===== config.mk =====
export PLATFORM = sky130hd
export DESIGN_NAME = bp_bedrock_beat_sequencer
export DESIGN_NICKNAME = d
export VERILOG_FILES = /design/src/rtl/bp_bedrock_beat_sequencer.sv
export SDC_FILE = /design/constraint.sdc
export NUM_CORES = 1
export LEC_CHECK = 0
export BUFFER_PORTS_ARGS = -buffer_cell sky130_fd_sc_hd__buf_2
export CAP_MARGIN = 40
export CORE_ASPECT_RATIO = 1.25
export CORE_UTILIZATION = 40
export DETAILED_ROUTE_END_ITERATION = 16
export SETUP_SLACK_MARGIN = 0.15
export SLEW_MARGIN = 20
export SYNTH_ARGS = -nofsm -noshare
export SYNTH_HDL_FRONTEND = slang
export SYNTH_SLANG_ARGS = --single-unit

===== constraint.sdc =====
create_clock -name clk_i -period 2.5 [get_ports clk_i]
set_input_delay 0.125 -clock clk_i [delete_from_list [all_inputs] [get_ports clk_i]]
set_output_delay 0.125 -clock clk_i [all_outputs]
set_load 0.02 [all_outputs]

===== src/rtl/bp_bedrock_beat_sequencer.sv =====
// Turns one BedRock header (size, address) into a stream of per-beat descriptors.
// Define BP_BEDROCK_BEAT_SEQ_WRAP_EN for critical-beat-first ordering; the default is linear.

package bp_bedrock_beat_seq_pkg;

   typedef enum logic [2:0] {
      e_bedrock_msg_size_1   = 3'b000,
      e_bedrock_msg_size_2   = 3'b001,
      e_bedrock_msg_size_4   = 3'b010,
      e_bedrock_msg_size_8   = 3'b011,
      e_bedrock_msg_size_16  = 3'b100,
      e_bedrock_msg_size_32  = 3'b101,
      e_bedrock_msg_size_64  = 3'b110,
      e_bedrock_msg_size_128 = 3'b111
   } bp_bedrock_msg_size_e;

endpackage

module bp_bedrock_beat_sequencer
   import bp_bedrock_beat_seq_pkg::*;
#(
   parameter int beat_width_p  = 64,
   parameter int len_width_p   = 4,
   parameter int paddr_width_p = 40
)
(
   input  logic                     clk_i,
   input  logic                     reset_i,
   input  bp_bedrock_msg_size_e     size_i,
   input  logic [paddr_width_p-1:0] addr_i,
   input  logic                     v_i,
   output logic                     ready_and_o,
   output logic                     v_o,
   input  logic                     yumi_i,
   output logic [paddr_width_p-1:0] addr_o,
   output logic [len_width_p-1:0]   cnt_o,
   output logic [len_width_p-1:0]   len_o,
   output logic                     first_o,
   output logic                     last_o
);

   localparam int beat_bytes_lp    = beat_width_p / 8;
   localparam int lg_beat_bytes_lp = $clog2(beat_bytes_lp);
   localparam int max_len_lp       = ((1024 + beat_width_p - 1) / beat_width_p) - 1;

   if ((beat_width_p & (beat_width_p - 1)) != 0) begin : g_bad_pow2
      $error("beat_width_p must be a power of two");
   end
   if (beat_width_p < 8) begin : g_bad_min
      $error("beat_width_p must be at least 8");
   end
   if (((1 << len_width_p) - 1) < max_len_lp) begin : g_bad_len
      $error("len_width_p too small for a 128-byte message");
   end

   typedef enum logic {e_ready, e_busy} state_e;

   state_e                   state_r;
   logic [paddr_width_p-1:0] base_r;
   logic [len_width_p-1:0]   start_r;
   logic                     sub_r;

   logic                     accept;
   logic [len_width_p-1:0]   new_len;
   logic [len_width_p-1:0]   new_start;
   logic                     new_sub;
   logic [len_width_p-1:0]   next_cnt;

   // All 3-bit size codes are defined; anything at or below one beat is a single beat.
   function automatic logic [len_width_p-1:0] size_to_len(input bp_bedrock_msg_size_e size);
      int lg_msg;
      lg_msg = int'(size);
      if (lg_msg <= lg_beat_bytes_lp)
         return '0;
      return len_width_p'((1 << (lg_msg - lg_beat_bytes_lp)) - 1);
   endfunction

   // len+1 is a power of two, so masking with len gives the modulo wrap inside the block.
   function automatic logic [paddr_width_p-1:0] beat_addr
      (input logic [paddr_width_p-1:0] base,
       input logic [len_width_p-1:0]   len,
       input logic [len_width_p-1:0]   start,
       input logic [len_width_p-1:0]   k,
       input logic                     sub);
      logic [paddr_width_p-1:0] block_mask;
      logic [len_width_p-1:0]   idx;
      block_mask = (paddr_width_p'(len) << lg_beat_bytes_lp)
                 | paddr_width_p'(beat_bytes_lp - 1);
      idx = (start + k) & len;
      if (sub)
         return base;
      return (base & ~block_mask) | (paddr_width_p'(idx) << lg_beat_bytes_lp);
   endfunction

   assign v_o = (state_r == e_busy);

   always_comb begin
      ready_and_o = (state_r == e_ready) | (v_o & yumi_i & last_o);
      accept      = v_i & ready_and_o;
      new_len     = size_to_len(size_i);
      new_sub     = (int'(size_i) <= lg_beat_bytes_lp);
`ifdef BP_BEDROCK_BEAT_SEQ_WRAP_EN
      new_start   = len_width_p'(addr_i >> lg_beat_bytes_lp) & new_len;
`else
      new_start   = '0;
`endif
      next_cnt    = cnt_o + 1'b1;
   end

   // A new header wins over retiring the last beat, which gives bubble-free back-to-back messages.
   always_ff @(posedge clk_i) begin
      if (reset_i) begin
         state_r <= e_ready;
         base_r  <= '0;
         start_r <= '0;
         sub_r   <= 1'b0;
         addr_o  <= '0;
         cnt_o   <= '0;
         len_o   <= '0;
         first_o <= 1'b0;
         last_o  <= 1'b0;
      end else if (accept) begin
         state_r <= e_busy;
         base_r  <= addr_i;
         start_r <= new_start;
         sub_r   <= new_sub;
         addr_o  <= beat_addr(addr_i, new_len, new_start, '0, new_sub);
         cnt_o   <= '0;
         len_o   <= new_len;
         first_o <= 1'b1;
         last_o  <= (new_len == '0);
      end else if (v_o && yumi_i) begin
         if (!last_o) begin
            addr_o  <= beat_addr(base_r, len_o, start_r, next_cnt, sub_r);
            cnt_o   <= next_cnt;
            first_o <= 1'b0;
            last_o  <= (next_cnt == len_o);
         end else begin
            state_r <= e_ready;
         end
      end
   end

endmodule


==> metrics.md <==
| Metric | Value |
|---|---|
| Outcome | complete, no violations |
| Setup TNS | 0 ps |
| Placed cell count | 573 |
| NumNets Final | 518 |
| Via count | 2,853 |
| Diodes inserted | 0 |
| Ratio of cells with drive above 1 in the final layout | 27.6% |
| FFs w/ async S/R, synth | 0% |
| Weighted congestion at the end of routability-driven global placement | 0.811 |
| Pins Over Slew Limit | 0 |
| Launching instance or port of the critical path | size_i[0] |
| Setup repair after global routing missed its margin | no |
| Clock root cell | clkbuf_8 |
| Worst Clk Skew | 5.03 ps |
| Clock tree from TritonCTS | done |
| Number of flip-flops and latches in the synthesized netlist | 92 |
| Setup slack after placement | 183 ps |
| Critical Path Slowest Stage Cell | or4_1 |
| Total of endpoints with negative setup slack in the final report | 0 |
| Number of I/O port buffers | 98 |
| Worst-margin pin slew | 412 ps |
| Maximum number of pins on one net before global-route repair | 79 |
| Share of the clock period used by the worst path after layout | 78.6% |
| Final hold viol count | 0 |
| Commonest non-fill, non-tap cells in the layout | buf_2, dfxtp_1, nor2_1 |
| Vias in the first global route | 2,704 |
| Series of cell instances along the critical path | buf_2 -> ha_1 -> ha_1 -> or4_1 -> ha_1 -> nor4_1 -> o21ai_0 -> nor3b_1 |
| Area of the core region | 8750 sq um |
| Final critical-path required period | 1960 ps |
| Peak clock frequency supported by timing | 0.509 GHz |
| Nature of the critical path endpoint | register |
| Max Buffers Root-to-Sink | 2 |
| Required time of the critical path | 2750 ps |
| Origin of the worst min-delay path | addr_i[2] |
| Number of gates resized after CTS | 0 |
| Row count | 38 |
| Synth-to-Final Area Change | 22.1% |
| Worst Path Max Fanout | 7 |
| Post-Synthesis Cells | 375 |
| Wirelength, routed | 7620 um |
| Power per standard cell area | 729 nW/um^2 |
| Post-synth EDFFs | 0 |
| Portion of the post-synthesis area used by sequential elements | 50.7% |
| Number of nets with antenna violations after detailed routing | 0 |
| Vertical die dimension | 109 um |
| Number of antenna violations at the first check in global routing | 0 |
| Post-Synthesis Cell Area | 3630 sq um |
| Count of routing violations after the opening detailed-route iteration | 102 |
| Boundary Pins | 99 |
| Number of synthesis warnings | 0 |
| Netlist cell types | 44 |
| Total clock buffers created by CTS | 9 |
| Synthesized area per cell | 9.69 sq um |
| Final Instance Count excl. Fillers | 591 |
| Post-CTS clock slew at the launch and capture registers of the worst setup and hold paths | 90 ps |
| Area occupied by multi-input gates | 1630 sq um |
| Peak per-stage delay on the critical path | 490 ps |
| Worst voltage drop across the vdd grid | 0.459 mV |
| Number of nets in the synthesized netlist | 427 |
| Number of iterations in the first detailed-routing pass | 4 |
| Dominant register cell in the synthesized netlist | dfxtp_1 |
| Clock insertion delay at the later pin of the skew report | 350 ps |
| Cell Area, Placed | 4210 sq um |
| Crit Path Category | in -> reg |
| Aggregate global-route resource usage | 17.3% |
| Remaining routing DRC violations | 0 |
| Most repeated library cell on the critical path | ha_1 |
| Gr ovfl total | 0 |
| Wire length of the first global-routing pass | 12,700 um |
| Leakage power summed over all cells | 1.96 nW |
| Post-detail-place hpwl | 5380 um |
| Kind of launch point of the worst setup path | primary input |
| Initial Util | 41.5% |
| Die width | 87.3 um |
| Worst hold path type | in -> reg |
| FF+latch area | 1840 sq um |
| Post-Layout Inst Area | 4440 sq um |
| Max-Cap Viols | 0 |
| Number of levels the H-tree was split into | 3 |
| Die area | 9470 sq um |
| Post-DR wirelength/cell | 12.9 um |
| Number of clock sinks | 92 |
| Fillers | 854 |
| Worst slew margin relative to its limit | 72.3% |
| Min Hold Slack | 24.2 ps |
| Leading cell type in the layout, fill and taps excluded | buf_2 |
| Worst R2R Start | last_o |
| Data arrival at the endpoint of the critical path | 2210 ps |
| Routed vias/inst | 4.83 |
| Post-route setup slack | 536 ps |
-- cells by family (layout without fill, tap and decap cells) --
logic type / count (synthesis) / count (layout) / synth area share [%]
AOI/OAI and AO/OA: 63 / 63 / 13.1
xor gates and xnor gates: 9 / 9 / 2.58
adders and majority gates: 5 / 5 / 1.72
buffers and inverters: 32 / 128 / 4.65
DFF: 92 / 92 / 50.7
muxes: 38 / 38 / 10.5
and+or+nand+nor: 136 / 136 / 16.7
-- flip-flops by register name, indices dropped and copies added, names as in the netlist --
signal,count
last_o,1
sub_r,1
cnt_o,4
v_o,1
addr_o,40
len_o,4
first_o,1
base_r,40
-- timing repair --
item                      4_1_cts  5_1_grt
setup buffers                   0        0
hold buffers                    2        0
hold endpoints to repair        2        0
-- final timing paths --
check / to / slack [ps] / cells past startpoint
worst min register to register: first_o / 450 / 2
worst max-delay path: addr_o[5] / 540 / 8
worst min-delay path: base_r[2] / 20 / 3
worst max register to register: addr_o[35] / 820 / 5
-- through the flow --
stage | utilization [%] | power (mW)
after global placement | 48.1 | 2.23
after detailed placement | 48.1 | 2.24
final | 50.7 | 3.23
after floorplan | - | 2.06
after CTS | 50.7 | 3.28
after global routing | 50.7 | 3.41
-- worst max-delay path, delay by kind of cell --
family	cells	cell delay (ps)
buf+inv	1	140
fa+ha+maj	3	770
simple gates	3	1010
compound gates	1	170
-- synthesized netlist by cell type, types with 5 or more instances --
library cell | number | area share (%)
xnor2_1 | 5 | 1.2
mux2i_1 | 36 | 9.9
nor2b_1 | 5 | 0.86
buf_2 | 10 | 1.4
ha_1 | 5 | 1.7
nor2_1 | 76 | 7.8
clkbuf_1 | 10 | 1.0
nand3_1 | 8 | 1.1
nand2_1 | 23 | 2.4
a21oi_1 | 12 | 1.7
nor3_1 | 9 | 1.2
dfxtp_1 | 92 | 51
a211oi_1 | 32 | 6.6
a311oi_1 | 6 | 1.4
-- power by group --
part / total (mW) / internal [mW] / switching, mW
logic: 0.564 / 0.220 / 0.344
clock network: 1.03 / 0.500 / 0.533
registers: 1.64 / 1.58 / 0.0561
total: 3.23 / 2.30 / 0.933
-- area by class of cell --
type	instances	share of cell area (%)
clock buffer	10	3.10
clock inverter	6	1.61
inverter	6	0.564
multi-input combinational	251	36.8
sequential	92	41.5
tap	120	3.38
timing repair buffer	106	13.1
-- layer usage --
metal	vias to the layer above	share of wire [%]	track usage, %
met2	65	48	28.6
met1	1299	46	21.2
met4	0	1.0	5.27
li1	1483	-	-
met5	-	0	0
met3	6	5.8	5.73
Power figures use the tool's default switching activity.
